File: config.mk
export PLATFORM = sky130hd
export DESIGN_NAME = ddr3_loopback_traffic_generator_flat
export DESIGN_NICKNAME = d
export VERILOG_FILES = /design/src/rtl/ddr3_loopback_traffic_generator_pkg.sv /design/src/rtl/ddr3_loopback_traffic_generator_if.sv /design/src/rtl/ddr3_pattern_gen.sv /design/src/rtl/ddr3_loopback_traffic_generator.sv /design/src/flat_wrapper.sv
export SDC_FILE = /design/constraint.sdc
export NUM_CORES = 1
export LEC_CHECK = 0
export BUFFER_PORTS_ARGS = -buffer_cell sky130_fd_sc_hd__clkbuf_2
export CORE_UTILIZATION = 45
export DETAILED_ROUTE_END_ITERATION = 16
export MAX_ROUTING_LAYER = met4
export PLACE_DENSITY = 0.72
export SYNTH_ARGS = -nofsm -noshare
export SYNTH_HDL_FRONTEND = slang
export SYNTH_SLANG_ARGS = --single-unit
File: constraint.sdc
create_clock -name clk -period 2.1 [get_ports clk]
set_input_delay 0.63 -clock clk [delete_from_list [all_inputs] [get_ports clk]]
set_output_delay 0.63 -clock clk [all_outputs]
set_load 0.1 [all_outputs]
File: src/rtl/ddr3_loopback_traffic_generator_pkg.sv
// rtl/ddr3_loopback_traffic_generator_pkg.sv - shared states, LFSR taps and pattern seed for the loopback test
package ddr3_test_pkg;

  typedef enum logic [1:0] {
    ST_IDLE  = 2'd0,
    ST_WRITE = 2'd1,
    ST_READ  = 2'd2,
    ST_DONE  = 2'd3
  } state_t;

  // Fibonacci feedback masks (bit n set = stage n+1 tapped), maximal length
  localparam logic [7:0]  LFSR_TAPS_8  = 8'hB8;
  localparam logic [15:0] LFSR_TAPS_16 = 16'hB400;

  localparam logic [31:0] PATTERN_SEED = 32'h1;

  function automatic logic [31:0] lfsr_taps(input int width);
    case (width)
      8:       return 32'(LFSR_TAPS_8);
      default: return 32'(LFSR_TAPS_16);
    endcase
  endfunction

endpackage

File: src/rtl/ddr3_loopback_traffic_generator_if.sv
// rtl/ddr3_loopback_traffic_generator_if.sv - user-side request/response bus between the test generator and the controller
interface ddr3_loopback_traffic_generator_if #(
  parameter int ADDR_BITWIDTH = 18,
  parameter int DQ_BITWIDTH   = 16
);
  logic                     write_enable;
  logic                     read_enable;
  logic [ADDR_BITWIDTH-1:0] i_user_data_address;
  logic [DQ_BITWIDTH-1:0]   data_to_ram;
  logic                     write_accepted;
  logic [DQ_BITWIDTH-1:0]   data_from_ram;
  logic                     read_data_valid;

  modport master (
    output write_enable, read_enable, i_user_data_address, data_to_ram,
    input  write_accepted, data_from_ram, read_data_valid
  );

  modport slave (
    input  write_enable, read_enable, i_user_data_address, data_to_ram,
    output write_accepted, data_from_ram, read_data_valid
  );
endinterface

File: src/rtl/ddr3_pattern_gen.sv
// rtl/ddr3_pattern_gen.sv - test word sequence source, incrementing or LFSR (macro LFSR_PATTERN_EN)
// Output holds pattern(k) after a reseed followed by k steps; cleared to zero by reset.
module ddr3_pattern_gen
  import ddr3_test_pkg::*;
#(
  parameter int DQ_BITWIDTH = 16
) (
  input  logic                   clk,
  input  logic                   reset,
  input  logic                   i_reseed,
  input  logic                   i_step,
  output logic [DQ_BITWIDTH-1:0] o_pattern
);

  logic [DQ_BITWIDTH-1:0] r_pattern;
  logic [DQ_BITWIDTH-1:0] w_next_pattern;

`ifdef LFSR_PATTERN_EN
  localparam logic [DQ_BITWIDTH-1:0] TAPS = DQ_BITWIDTH'(lfsr_taps(DQ_BITWIDTH));
  assign w_next_pattern = {r_pattern[DQ_BITWIDTH-2:0], ^(r_pattern & TAPS)};
`else
  assign w_next_pattern = r_pattern + DQ_BITWIDTH'(1);
`endif

  always_ff @(posedge clk) begin
    if (reset) begin
      r_pattern <= '0;
    end else if (i_reseed) begin
      r_pattern <= DQ_BITWIDTH'(PATTERN_SEED);
    end else if (i_step) begin
      r_pattern <= w_next_pattern;
    end
  end

  assign o_pattern = r_pattern;

endmodule

File: src/rtl/ddr3_loopback_traffic_generator.sv
// rtl/ddr3_loopback_traffic_generator.sv - writes a pattern window to RAM, reads it back and reports pass/errors
// Data pattern selectable with macro LFSR_PATTERN_EN (inside ddr3_pattern_gen).
module ddr3_loopback_traffic_generator
  import ddr3_test_pkg::*;
#(
  parameter int ADDRESS_BITWIDTH      = 15,
  parameter int BANK_ADDRESS_BITWIDTH = 3,
  parameter int DQ_BITWIDTH           = 16,
  parameter int NUM_OF_TEST_DATA      = 4,
  parameter int START_ADDRESS         = 0,
  parameter int READ_TIMEOUT          = 4095
) (
  input  logic                                              clk,
  input  logic                                              reset,
  input  logic                                              start,
  ddr3_loopback_traffic_generator_if.master                 bus,
  output logic                                              busy,
  output logic                                              done,
  output logic                                              pass,
  output logic [$clog2(NUM_OF_TEST_DATA+1)-1:0]             error_count,
  output logic [BANK_ADDRESS_BITWIDTH+ADDRESS_BITWIDTH-1:0] first_error_address,
  output logic                                              timeout
);

  localparam int AW    = BANK_ADDRESS_BITWIDTH + ADDRESS_BITWIDTH;
  localparam int ECW   = $clog2(NUM_OF_TEST_DATA + 1);
  localparam int IDX_W = $clog2(NUM_OF_TEST_DATA + 1);
  localparam int CNT_W = $clog2(READ_TIMEOUT + 1);

  localparam logic [AW-1:0]    START_ADDR   = AW'(START_ADDRESS);
  localparam logic [IDX_W-1:0] LAST_INDEX   = IDX_W'(NUM_OF_TEST_DATA - 1);
  localparam logic [CNT_W-1:0] TIMEOUT_LAST = CNT_W'(READ_TIMEOUT - 1);

  state_t           r_state, w_nxt_state;
  logic [IDX_W-1:0] r_index, w_nxt_index;
  logic [AW-1:0]    r_address, w_nxt_address;
  logic [ECW-1:0]   r_error_count, w_nxt_error_count;
  logic [AW-1:0]    r_first_error_address, w_nxt_first_error_address;
  logic             r_pass, w_nxt_pass;
  logic             r_timeout, w_nxt_timeout;
  logic [CNT_W-1:0] r_wait_count, w_nxt_wait_count;

  logic                   w_wr_reseed, w_wr_step;
  logic                   w_rd_reseed, w_rd_step;
  logic [DQ_BITWIDTH-1:0] w_wr_pattern, w_rd_pattern;
  logic                   w_last;

  ddr3_pattern_gen #(.DQ_BITWIDTH(DQ_BITWIDTH)) u_wr_pattern (
    .clk       (clk),
    .reset     (reset),
    .i_reseed  (w_wr_reseed),
    .i_step    (w_wr_step),
    .o_pattern (w_wr_pattern)
  );

  ddr3_pattern_gen #(.DQ_BITWIDTH(DQ_BITWIDTH)) u_rd_pattern (
    .clk       (clk),
    .reset     (reset),
    .i_reseed  (w_rd_reseed),
    .i_step    (w_rd_step),
    .o_pattern (w_rd_pattern)
  );

  assign w_last = (r_index == LAST_INDEX);

  always_ff @(posedge clk) begin
    if (reset) begin
      r_state               <= ST_IDLE;
      r_index               <= '0;
      r_address             <= '0;
      r_error_count         <= '0;
      r_first_error_address <= '0;
      r_pass                <= 1'b0;
      r_timeout             <= 1'b0;
      r_wait_count          <= '0;
    end else begin
      r_state               <= w_nxt_state;
      r_index               <= w_nxt_index;
      r_address             <= w_nxt_address;
      r_error_count         <= w_nxt_error_count;
      r_first_error_address <= w_nxt_first_error_address;
      r_pass                <= w_nxt_pass;
      r_timeout             <= w_nxt_timeout;
      r_wait_count          <= w_nxt_wait_count;
    end
  end

  always_comb begin
    w_nxt_state               = r_state;
    w_nxt_index               = r_index;
    w_nxt_address             = r_address;
    w_nxt_error_count         = r_error_count;
    w_nxt_first_error_address = r_first_error_address;
    w_nxt_pass                = r_pass;
    w_nxt_timeout             = r_timeout;
    w_nxt_wait_count          = r_wait_count;
    w_wr_reseed               = 1'b0;
    w_wr_step                 = 1'b0;
    w_rd_reseed               = 1'b0;
    w_rd_step                 = 1'b0;

    case (r_state)
      ST_IDLE, ST_DONE: begin
        if (start) begin
          w_nxt_state               = ST_WRITE;
          w_nxt_index               = '0;
          w_nxt_address             = START_ADDR;
          w_nxt_error_count         = '0;
          w_nxt_first_error_address = '0;
          w_nxt_pass                = 1'b0;
          w_nxt_timeout             = 1'b0;
          w_wr_reseed               = 1'b1;
        end
      end

      ST_WRITE: begin
        if (bus.write_accepted) begin
          w_wr_step = 1'b1;
          if (w_last) begin
            w_nxt_state      = ST_READ;
            w_nxt_index      = '0;
            w_nxt_address    = START_ADDR;
            w_nxt_wait_count = '0;
            w_rd_reseed      = 1'b1;
          end else begin
            w_nxt_index   = r_index + IDX_W'(1);
            w_nxt_address = r_address + AW'(1);
          end
        end
      end

      ST_READ: begin
        if (bus.read_data_valid) begin
          w_rd_step        = 1'b1;
          w_nxt_wait_count = '0;
          if (bus.data_from_ram != w_rd_pattern) begin
            if (r_error_count != '1) begin
              w_nxt_error_count = r_error_count + ECW'(1);
            end
            if (r_error_count == '0) begin
              w_nxt_first_error_address = r_address;
            end
          end
          if (w_last) begin
            w_nxt_state = ST_DONE;
            w_nxt_pass  = (w_nxt_error_count == '0);
          end else begin
            w_nxt_index   = r_index + IDX_W'(1);
            w_nxt_address = r_address + AW'(1);
          end
        end else if (r_wait_count == TIMEOUT_LAST) begin
          // Last permitted waiting cycle expired: abandon the run at this address
          w_nxt_timeout = 1'b1;
          w_nxt_pass    = 1'b0;
          w_nxt_state   = ST_DONE;
          if (r_error_count == '0) begin
            w_nxt_first_error_address = r_address;
          end
        end else begin
          w_nxt_wait_count = r_wait_count + CNT_W'(1);
        end
      end

      default: begin
        w_nxt_state = ST_IDLE;
      end
    endcase
  end

  assign bus.write_enable        = (r_state == ST_WRITE);
  assign bus.read_enable         = (r_state == ST_READ);
  assign bus.i_user_data_address = r_address;
  assign bus.data_to_ram         = w_wr_pattern;

  assign busy                = (r_state == ST_WRITE) || (r_state == ST_READ);
  assign done                = (r_state == ST_DONE);
  assign pass                = r_pass;
  assign error_count         = r_error_count;
  assign first_error_address = r_first_error_address;
  assign timeout             = r_timeout;

endmodule

File: src/flat_wrapper.sv
// flat-port wrapper written by rule: the top's interface ports become plain ports
module ddr3_loopback_traffic_generator_flat import ddr3_test_pkg::*;
#(
  parameter int ADDRESS_BITWIDTH      = 15,
  parameter int BANK_ADDRESS_BITWIDTH = 3,
  parameter int DQ_BITWIDTH           = 16,
  parameter int NUM_OF_TEST_DATA      = 4,
  parameter int START_ADDRESS         = 0,
  parameter int READ_TIMEOUT          = 4095
)
  (clk, reset, start, busy, done, pass, error_count, first_error_address, timeout, bus_write_enable, bus_read_enable, bus_i_user_data_address, bus_data_to_ram, bus_write_accepted, bus_data_from_ram, bus_read_data_valid);
  ddr3_loopback_traffic_generator_if #(.ADDR_BITWIDTH(((15) + (3))), .DQ_BITWIDTH(DQ_BITWIDTH)) bus_i ();
  input  logic clk;
  input  logic reset;
  input  logic start;
  output logic busy;
  output logic done;
  output logic pass;
  output logic [$clog2(NUM_OF_TEST_DATA+1)-1:0] error_count;
  output logic [BANK_ADDRESS_BITWIDTH+ADDRESS_BITWIDTH-1:0] first_error_address;
  output logic timeout;
  output wire logic [$bits(bus_i.write_enable)-1:0] bus_write_enable;
  output wire logic [$bits(bus_i.read_enable)-1:0] bus_read_enable;
  output wire logic [$bits(bus_i.i_user_data_address)-1:0] bus_i_user_data_address;
  output wire logic [$bits(bus_i.data_to_ram)-1:0] bus_data_to_ram;
  input wire logic [$bits(bus_i.write_accepted)-1:0] bus_write_accepted;
  input wire logic [$bits(bus_i.data_from_ram)-1:0] bus_data_from_ram;
  input wire logic [$bits(bus_i.read_data_valid)-1:0] bus_read_data_valid;
  assign bus_write_enable = bus_i.write_enable;
  assign bus_read_enable = bus_i.read_enable;
  assign bus_i_user_data_address = bus_i.i_user_data_address;
  assign bus_data_to_ram = bus_i.data_to_ram;
  assign bus_i.write_accepted = bus_write_accepted;
  assign bus_i.data_from_ram = bus_data_from_ram;
  assign bus_i.read_data_valid = bus_read_data_valid;
  ddr3_loopback_traffic_generator #(.ADDRESS_BITWIDTH(ADDRESS_BITWIDTH), .BANK_ADDRESS_BITWIDTH(BANK_ADDRESS_BITWIDTH), .DQ_BITWIDTH(DQ_BITWIDTH), .NUM_OF_TEST_DATA(NUM_OF_TEST_DATA), .START_ADDRESS(START_ADDRESS), .READ_TIMEOUT(READ_TIMEOUT)) u_core (.clk(clk), .reset(reset), .start(start), .bus(bus_i), .busy(busy), .done(done), .pass(pass), .error_count(error_count), .first_error_address(first_error_address), .timeout(timeout));
endmodule
==> results.json, run 1 <==
{
  "postCtsHoldBufs": 0,
  "worstMarginPinSlew_ns": 0.6058,
  "power_density_nw_per_um2": 875.7,
  "fin_setup_tns_ns": -0.01536,
  "grt_first_pass_wirelength_mm": 18.37,
  "final_cell_mix": "clkbuf_2 (77), nor2_1 (71), dfxtp_1 (67)",
  "synth_cells": 513,
  "worstPathRequired_ns": 2.39,
  "power.total_mw": 5.098,
  "cp_max_fo": 4,
  "critPathCaptureType": "register",
  "cp-start-kind": "register",
  "clock-root-buffer": "clkbuf_8",
  "comb_power_share": 0.432,
  "drc": 0,
  "cts_buffers": 9,
  "num_antenna_cells": 0,
  "p_seq_frac": 0.357,
  "die_w_microns": 100.4,
  "rsz0062_at_grt": "true",
  "syn2layout_area_growth_pct": 33.59,
  "drtAntennaViolNets": 0,
  "antenna_found_initial": 0,
  "place.gp.congestion": 0.8604,
  "ys_warn_count": 0,
  "grt_pass1_vias": 3960,
  "fp-row-count": 35,
  "pre_cts_ws_ns": -0.4850,
  "die_y_microns": 100.4,
  "coreArea_sq_um": 9328,
  "switching_share": 0.3905,
  "drtPass1Iterations": 4,
  "cts_tree": "done",
  "setup_ws_ns": -0.01536,
  "violations": "negative setup slack",
  "vias": 4147,
  "routed_wl_mm": 11.04,
  "path_cells": "inv_2 -> ha_4 -> buf_6 -> nor2b_4 -> a2111oi_4 -> nand3_2 -> or4b_4 -> a21oi_2",
  "pwr-share-clk": 0.211,
  "hold_ws_ns": 0.4755,
  "max_slew_margin": 0.5857,
  "final_max_slew_viol_count": 0,
  "dp_hpwl_mm": 7.734,
  "clock.fmax_mhz": 472.7,
  "worst-path-buf-inv": 2,
  "finalHoldViolCount": 0,
  "grt_max_degree": 27,
  "io_pins": 82,
  "crit_family": "simple AND/OR/NAND/NOR gates",
  "period_share": 1.007,
  "intPower_mw": 3.107,
  "cts_max_level": 3,
  "yosysSeqAreaShare": 0.4134,
  "ys_ff_latch": 90,
  "vdd_drop_max_v": 0.0006119,
  "netSwitchingPower_mw": 1.991,
  "io_buffer_count": 81,
  "insertion_delay_ns": 0.36,
  "first_iter_violations": 132,
  "slowest_stage": "or4b_4",
  "syn_area_per_cell_sq_um": 8.495,
  "cpPeakStageDelay_ns": 0.55,
  "layout_commonest_cell": "clkbuf_2",
  "initial_utilization": 0.4672,
  "overflow": 0,
  "nets": 694,
  "syn_area_sq_um": 4358,
  "min_path_type": "register to register",
  "cts_buffer_depth": 2,
  "leakage_nw": 2.311,
  "viasPerCell": 5.230,
  "die_area_sq_um": 10080,
  "crit_arrival_ns": 2.41,
  "status": "finished with violations",
  "min_period_ns": 2.115,
  "setup_viol_count_final": 1,
  "path_clk_slew_ns": 0.09,
  "cts.sinks": 90,
  "skew_ns": 0.01864,
  "yosysUniqueCellTypes": 45,
  "cap_violations": 0,
  "wire_per_inst_microns": 13.92,
  "crit_type": "register to register",
  "track_usage": 0.2349,
  "final_layout_size_suffix_gt1_frac": 0.3313,
  "syn_nets": 548
}
==> synthesized netlist by cell type (all sizes together) <==
library cell | instances | area (sq um)
xnor2 | 31 | 271.5
nand2 | 32 | 120.1
or4b | 2 | 20.02
nor3 | 9 | 50.05
xor2 | 30 | 262.8
or3 | 9 | 56.30
mux2i | 2 | 20.02
a31oi | 2 | 12.51
a2111oi | 2 | 36.29
and2b | 1 | 7.510
nor4 | 2 | 27.53
nor2 | 72 | 270.3
o21ai | 17 | 85.08
mux2 | 1 | 11.26
and4 | 3 | 26.28
or4 | 3 | 22.52
nand4 | 20 | 131.4
nand4b | 2 | 17.52
buf | 3 | 13.76
clkbuf | 13 | 48.80
inv | 17 | 63.81
dfxtp | 90 | 1802
and2 | 4 | 25.02
o2bb2ai | 2 | 17.52
a21boi | 1 | 7.510
a21o | 1 | 7.510
and3 | 8 | 50.05
nand2b | 25 | 163.9
ha | 14 | 175.2
a211oi | 4 | 55.05
nand3 | 41 | 210.2
nor2b | 3 | 18.77
a211o | 1 | 8.760
a22oi | 3 | 22.52
o311ai | 1 | 8.760
a21oi | 42 | 210.2
==> worst paths after layout <==
check        depth (start not counted)  slack [ns]                                   startpoint                                               to
max reg2reg                          8       -0.02               u_core.r_state[0]$_SDFFE_PP0P_  u_core.bus.i_user_data_address[11]$_SDFFE_PP0P_
max                                  8       -0.02               u_core.r_state[0]$_SDFFE_PP0P_  u_core.bus.i_user_data_address[11]$_SDFFE_PP0P_
min reg2reg                          2        0.48  u_core.first_error_address[11]$_SDFFE_PP0P_      u_core.first_error_address[11]$_SDFFE_PP0P_
min                                  2        0.48  u_core.first_error_address[11]$_SDFFE_PP0P_      u_core.first_error_address[11]$_SDFFE_PP0P_
==> kinds of logic (layout without fill, tap and decap cells) <==
group / after synthesis / count (layout) / share of synthesized area
and+or+nand+nor: 236 / 236 / 0.2794
DFF: 90 / 90 / 0.4134
adders and majority gates: 14 / 14 / 0.04020
xor gates and xnor gates: 61 / 61 / 0.1226
AOI/OAI and AO/OA: 76 / 77 / 0.1082
muxes: 3 / 3 / 0.007178
buffers and inverters: 33 / 183 / 0.02900
==> power groups by stage <==
stage | Clock, mW | Combinational, mW | Sequential, mW
2_1_floorplan | 0 | 1.12 | 2.01
3_3_place_gp | 0 | 1.84 | 1.85
3_5_place_dp | 0 | 1.89 | 1.85
4_1_cts | 1.11 | 2.04 | 1.82
5_1_grt | 1.19 | 2.34 | 1.83
6_report | 1.08 | 2.20 | 1.82
==> area by class of cell <==
class	count	area, sq um
clock buffer	9	123.9
timing repair buffer	150	1011
fill	849	3506
sequential	90	1838
multi-input combinational	391	2570
inverter	17	67.56
tap	129	161.4
clock inverter	7	50.05
==> registers in the layout, summed over array words and instances (netlist names) <==
signal / flops
u_core.first_error_address: 18
u_core.u_rd_pattern.o_pattern: 16
u_core.r_index: 3
u_core.timeout: 1
u_core.pass: 1
u_core.u_wr_pattern.o_pattern: 16
u_core.error_count: 3
u_core.r_wait_count: 12
u_core.r_state: 2
u_core.bus.i_user_data_address: 18
==> worst register-to-register path, delay by kind of cell, from the launching register on <==
kind                       cells  cell delay (ns)
DFF                            1             0.36
adders and majority gates      1             0.23
buffers and inverters          2             0.16
AOI/OAI and AO/OA              2             0.51
and+or+nand+nor                3             0.80
==> timing repair <==
item,CTS,global route
gates resized for setup,10,14
setup endpoints to repair,22,20
cloned,1,0
setup buffers,6,5
pin swaps,8,12
==> stage by stage <==
| stage | std cells | instance area, sq um | utilization |
|---|---|---|---|
| 6_report | 793 | 5822 | 0.6241 |
| 5_1_grt | 793 | 5822 | 0.6241 |
| 4_1_cts | 788 | 5720 | 0.6133 |
| 3_5_place_dp | 765 | 5420 | 0.5811 |
| 3_3_place_gp | 765 | 5420 | 0.5811 |
| 2_1_floorplan | 513 | 4456 | - |
==> metal layers <==
| metal | vias up | share of wire | GRT usage |
|---|---|---|---|
| li1 | 2059 | - | - |
| met1 | 1957 | 0.45 | 0.2897 |
| met2 | 103 | 0.48 | 0.3799 |
| met3 | 28 | 0.045 | 0.04109 |
| met4 | 0 | 0.026 | 0.09699 |
| met5 | - | 0 | - |
Note: power is estimated with default switching activity, not from simulation.
==> run 2, diff against run 1 <==
--- a/config.mk
+++ b/config.mk
@@ -9,7 +9,7 @@
 export CORE_UTILIZATION = 45
 export DETAILED_ROUTE_END_ITERATION = 16
 export MAX_ROUTING_LAYER = met4
-export PLACE_DENSITY = 0.72
+export PLACE_DENSITY = 0.69
 export SYNTH_ARGS = -nofsm -noshare
 export SYNTH_HDL_FRONTEND = slang
 export SYNTH_SLANG_ARGS = --single-unit
==> run 2 against run 1 <==
Critical endpoint is now u_core.bus.i_user_data_address[13]$_SDFFE_PP0P_; first-iteration DRC count grew 36%; non-clock buffer count grew 9; clock skew shrank 0.0041 ns; sequential power is essentially flat; combinational power is essentially flat; the run still ends with negative setup slack left; sequential share of layout area shrank 0.63 points; fmax shrank 1.5%; critical path type unchanged.
==> results.json, run 2 (synthesis results as in run 1) <==
{
  "pwr-share-clk": 0.269,
  "min_path_type": "register to register",
  "violations": "negative setup slack",
  "io_pins": 82,
  "drtAntennaViolNets": 0,
  "insertion_delay_ns": 0.38,
  "place.gp.congestion": 0.8593,
  "antenna_found_initial": 0,
  "viasPerCell": 5.207,
  "rrSetupSlack_ns": -0.05,
  "coreArea_sq_um": 9328,
  "status": "finished with violations",
  "place_area_sq_um": 5470,
  "num_antenna_cells": 0,
  "die_y_microns": 100.4,
  "intPower_mw": 3.483,
  "cp_max_fo": 6,
  "overflow": 0,
  "wire_per_inst_microns": 14.05,
  "grt_first_pass_wirelength_mm": 18.70,
  "setup_viol_count_final": 2,
  "drc": 0,
  "leakage_nw": 2.374,
  "cts_max_level": 3,
  "final_max_slew_viol_count": 0,
  "power_density_nw_per_um2": 925.6,
  "fin_util": 0.6382,
  "initial_utilization": 0.4672,
  "layout_commonest_cell": "clkbuf_2",
  "clock-root-buffer": "clkbuf_8",
  "skew_ns": 0.01458,
  "switching_share": 0.3678,
  "cp-start-kind": "register",
  "cts_buffer_depth": 2,
  "path_cells": "buf_6 -> inv_2 -> ha_4 -> nor2b_4 -> a2111oi_4 -> buf_4 -> nand3_2 -> buf_4 -> or3_4 -> a21oi_2",
  "routed_wl_mm": 11.27,
  "max_slew_margin": 0.6228,
  "final_cell_mix": "clkbuf_2 (77), buf_4 (76), nor2_1 (72)",
  "cpMostUsedCell": "buf_4",
  "nets": 703,
  "min_period_ns": 2.148,
  "grt_pass1_vias": 4043,
  "crit_family": "simple AND/OR/NAND/NOR gates",
  "cap_violations": 0,
  "cts_tree": "done",
  "first_iter_violations": 179,
  "drtPass1Iterations": 4,
  "critPathCaptureType": "register",
  "period_share": 1.023,
  "fp-row-count": 35,
  "ff_latch_area_sq_um": 1842,
  "finalHoldViolCount": 0,
  "vdd_drop_max_v": 0.001265,
  "cts_buffers": 9,
  "grt_max_degree": 33,
  "dp_hpwl_mm": 7.804,
  "comb_power_share": 0.400,
  "rsz0062_at_grt": "true",
  "crit_type": "register to register",
  "setup_ws_ns": -0.04775,
  "multi_input_area_sq_um": 2576,
  "worst-path-buf-inv": 4,
  "crit_arrival_ns": 2.45,
  "worstPathRequired_ns": 2.40,
  "path_clk_slew_ns": 0.09,
  "p_seq_frac": 0.331,
  "final_layout_size_suffix_gt1_frac": 0.3403,
  "die_area_sq_um": 10080,
  "io_buffer_count": 81,
  "hold_ws_ns": 0.4705,
  "worstMarginPinSlew_ns": 0.5637,
  "cpPeakStageDelay_ns": 0.39,
  "slowest_stage": "a2111oi_4",
  "vias": 4176,
  "netSwitchingPower_mw": 2.027,
  "syn2layout_area_growth_pct": 36.61,
  "clock.fmax_mhz": 465.6,
  "nFillCells": 802,
  "track_usage": 0.2414,
  "die_w_microns": 100.4,
  "stdcell_area_sq_um": 5953,
  "cts.sinks": 90
}
run 2: power by group through the flow:
stage	Clock [mW]	Sequential [mW]	Combinational, mW
global placement	0	1.85	1.87
CTS	1.51	1.82	2.07
finish	1.48	1.82	2.20
detailed placement	0	1.85	1.91
global route	1.59	1.83	2.37
floorplan	0	2.01	1.12
run 2: layout make-up:
| type | instances | area share |
|---|---|---|
| multi-input cells | 391 | 0.4327 |
| clock buffers | 9 | 0.02081 |
| repair buffers | 159 | 0.1778 |
| inverters | 17 | 0.01135 |
| well taps | 129 | 0.02711 |
| clock inverters | 7 | 0.02081 |
| flip-flops and latches | 90 | 0.3094 |
run 2: worst min-delay path, stage by stage (launching register included):
cell and delay (ns):
dfxtp_1 0.32, nand2b_1 0.06, a21oi_1 0.05
run 2: timing repair:
item,in CTS,in global routing
hold buffers,0,0
gates cloned,1,0
resized for setup,12,13
buffers inserted,10,5
pin swaps,9,6
setup endpoints to repair,23,28
run 2: layer usage:
| metal | global-route usage | wire [microns] | up-vias |
|---|---|---|---|
| li1 | - | - | 2082 |
| met1 | 0.2867 | 5182 | 2005 |
| met2 | 0.4041 | 5569 | 76 |
| met3 | 0.05641 | 360 | 13 |
| met4 | 0.07692 | 153 | 0 |
| met5 | - | 0 | - |
run 2: path summary, 6_finish.rpt:
check	from	end	depth (start not counted)
setup / recovery	u_core.r_state[1]$_SDFFE_PP0P_	u_core.bus.i_user_data_address[13]$_SDFFE_PP0P_	10
hold / removal	u_core.first_error_address[13]$_SDFFE_PP0P_	u_core.first_error_address[13]$_SDFFE_PP0P_	2
setup reg to reg	u_core.r_state[1]$_SDFFE_PP0P_	u_core.bus.i_user_data_address[13]$_SDFFE_PP0P_	10
hold reg to reg	u_core.first_error_address[13]$_SDFFE_PP0P_	u_core.first_error_address[13]$_SDFFE_PP0P_	2
run 2: stage by stage:
step	setup TNS (ns)	setup slack, ns	power, mW	std cells
final	-0.09417	-0.04775	5.510	802
after detailed placement	-9.301	-0.4709	3.766	770
after floorplan	-0.8149	-0.08560	3.130	513
after global routing	-0.4078	-0.1698	5.790	802
after CTS	-0.01407	-0.01407	5.402	797
after global placement	-6.800	-0.3253	3.721	770
==> run 3, diff against run 2 <==
--- a/config.mk
+++ b/config.mk
@@ -10,6 +10,7 @@
 export DETAILED_ROUTE_END_ITERATION = 16
 export MAX_ROUTING_LAYER = met4
 export PLACE_DENSITY = 0.69
+export RECOVER_POWER = 25
 export SYNTH_ARGS = -nofsm -noshare
 export SYNTH_HDL_FRONTEND = slang
 export SYNTH_SLANG_ARGS = --single-unit
==> run 3 against run 2 <==
Critical endpoint unchanged; count of clock-buffer cells in the layout did not move; sequential cell count did not move; largest cell class unchanged; core utilization fell by 0.080 points; sequential share of layout area barely moved; final cell count did not move; clock power barely moved; the flow still finishes with violations (negative setup slack).
==> results.json, run 3 (synthesis results as in run 1) <==
{
  "status": "finished with violations",
  "violations": "negative setup slack",
  "cp_num_cells": 10,
  "worst-path-buf-inv": 4,
  "dp_hpwl_mm": 7.804,
  "grt_first_pass_wirelength_mm": 18.70,
  "io_pins": 82,
  "min_path_type": "register to register",
  "max_slew_margin": 0.6219,
  "antenna_found_initial": 0,
  "initial_utilization": 0.4672,
  "grt_pass1_vias": 4043,
  "period_share": 1.022,
  "skew_ns": 0.01519,
  "die_y_microns": 100.4,
  "power.total_mw": 5.500,
  "coreArea_sq_um": 9328,
  "leakage_nw": 2.367,
  "drc": 0,
  "drtAntennaViolNets": 0,
  "top_layer": "met4",
  "wire_per_inst_microns": 14.05,
  "routed-wl-met2_mm": 5.548,
  "cts_tree": "done",
  "cp-start-kind": "register",
  "layout_commonest_cell": "clkbuf_2",
  "num_antenna_cells": 0,
  "vdd_drop_max_v": 0.001261,
  "setup_ws_ns": -0.04686,
  "viasPerCell": 5.213,
  "grt_max_degree": 33,
  "setup_viol_count_final": 5,
  "slowest_stage": "a2111oi_4",
  "syn2layout_area_growth_pct": 36.43,
  "cts_buffer_depth": 2,
  "critPathCaptureType": "register",
  "place_area_sq_um": 5470,
  "worstHoldPathCells": 2,
  "final_layout_size_suffix_gt1_frac": 0.3373,
  "power_density_nw_per_um2": 925.1,
  "final_cell_mix": "clkbuf_2 (77), buf_4 (75), nor2_1 (72)",
  "final_max_slew_viol_count": 0,
  "reg2regPathDepth": 10,
  "cap_violations": 0,
  "worstPathRequired_ns": 2.41,
  "crit_family": "simple AND/OR/NAND/NOR gates",
  "clock.fmax_mhz": 465.8,
  "cpMostUsedCell": "buf_4",
  "die_w_microns": 100.4,
  "overflow": 0,
  "cpPeakStageDelay_ns": 0.39,
  "path_cells": "buf_6 -> inv_2 -> ha_4 -> nor2b_4 -> a2111oi_4 -> buf_4 -> nand3_2 -> buf_4 -> or3_4 -> a21oi_2",
  "met1_length_mm": 5.220,
  "first_iter_violations": 181,
  "cts.sinks": 90,
  "crit_type": "register to register",
  "pre_cts_ws_ns": -0.4709,
  "track_usage": 0.2414,
  "hold_ws_ns": 0.4704,
  "layoutNonFillerInstCount": 802,
  "crit_arrival_ns": 2.45,
  "dp_cells": 770,
  "die_area_sq_um": 10080,
  "drtPass1Iterations": 4,
  "min_period_ns": 2.147,
  "cts_buffers": 9,
  "io_buffer_count": 81,
  "routed-wl-met3_microns": 333,
  "worstMarginPinSlew_ns": 0.5650,
  "clock-root-buffer": "clkbuf_8",
  "vias": 4181,
  "insertion_delay_ns": 0.38,
  "routed_wl_mm": 11.27,
  "finalHoldViolCount": 0,
  "nets": 703,
  "cp_max_fo": 6,
  "place.gp.congestion": 0.8593,
  "cts_max_level": 3,
  "fp-row-count": 35,
  "rsz0062_at_grt": "true",
  "path_clk_slew_ns": 0.09,
  "stdcell_area_sq_um": 5946
}
==> run 3: changes by cell type in the layout (fill, tap and decap cells not counted) <==
| cell | change |
|---|---|
| buf_4 | -1 |
| and2_1 | -2 |
| and2_0 | +2 |
| clkbuf_1 | +1 |
| a21boi_2 | -1 |
| a21boi_0 | +1 |
==> run 3: final cells by class <==
class | instances | area (sq um)
fillers | 801 | 3382
multi-input cells | 391 | 2572
flip-flops and latches | 90 | 1842
repair buffers | 159 | 1055
well taps | 129 | 161.4
clock buffers | 9 | 123.9
clock inverters | 7 | 123.9
inverters | 17 | 67.56
==> run 3: report_power, final <==
group	internal (mW)	switching, mW	total [mW]
clock	0.805	0.680	1.49
combinational	0.901	1.29	2.19
sequential	1.77	0.0544	1.82
==> run 3: final timing paths <==
path / from / endpoint / slack [ns]
max: u_core.r_state[1]$_SDFFE_PP0P_ / u_core.bus.i_user_data_address[13]$_SDFFE_PP0P_ / -0.05
min reg2reg: u_core.first_error_address[13]$_SDFFE_PP0P_ / u_core.first_error_address[13]$_SDFFE_PP0P_ / 0.47
max reg2reg: u_core.r_state[1]$_SDFFE_PP0P_ / u_core.bus.i_user_data_address[13]$_SDFFE_PP0P_ / -0.05
min: u_core.first_error_address[13]$_SDFFE_PP0P_ / u_core.first_error_address[13]$_SDFFE_PP0P_ / 0.47
==> run 3: layer usage <==
metal	vias up	GRT usage
met3	15	0.05641
met2	74	0.4041
met5	-	-
met1	2010	0.2867
li1	2082	-
met4	0	0.07692
==> run 3: timing repair <==
item | in CTS | in global routing
gates cloned | 1 | 0
setup endpoints to repair | 23 | 28
pin swaps | 9 | 6
resized for setup | 12 | 13
setup buffers | 10 | 5
hold buffers | 0 | 0
==> run 3: worst reg2reg max path, delay by kind of cell (launching register included) <==
family	cells	cell delay (ns)
compound gates	2	0.52
flops	1	0.37
simple gates	3	0.54
buf+inv	4	0.47
fa+ha+maj	1	0.17
==> run 3: per-stage QoR <==
step	utilization	setup TNS, ns
global placement	0.5865	-6.800
floorplan	-	-0.8149
global route	0.6374	-2.071
detailed placement	0.5865	-9.301
finish	0.6374	-0.09985
CTS	0.6290	-0.01407
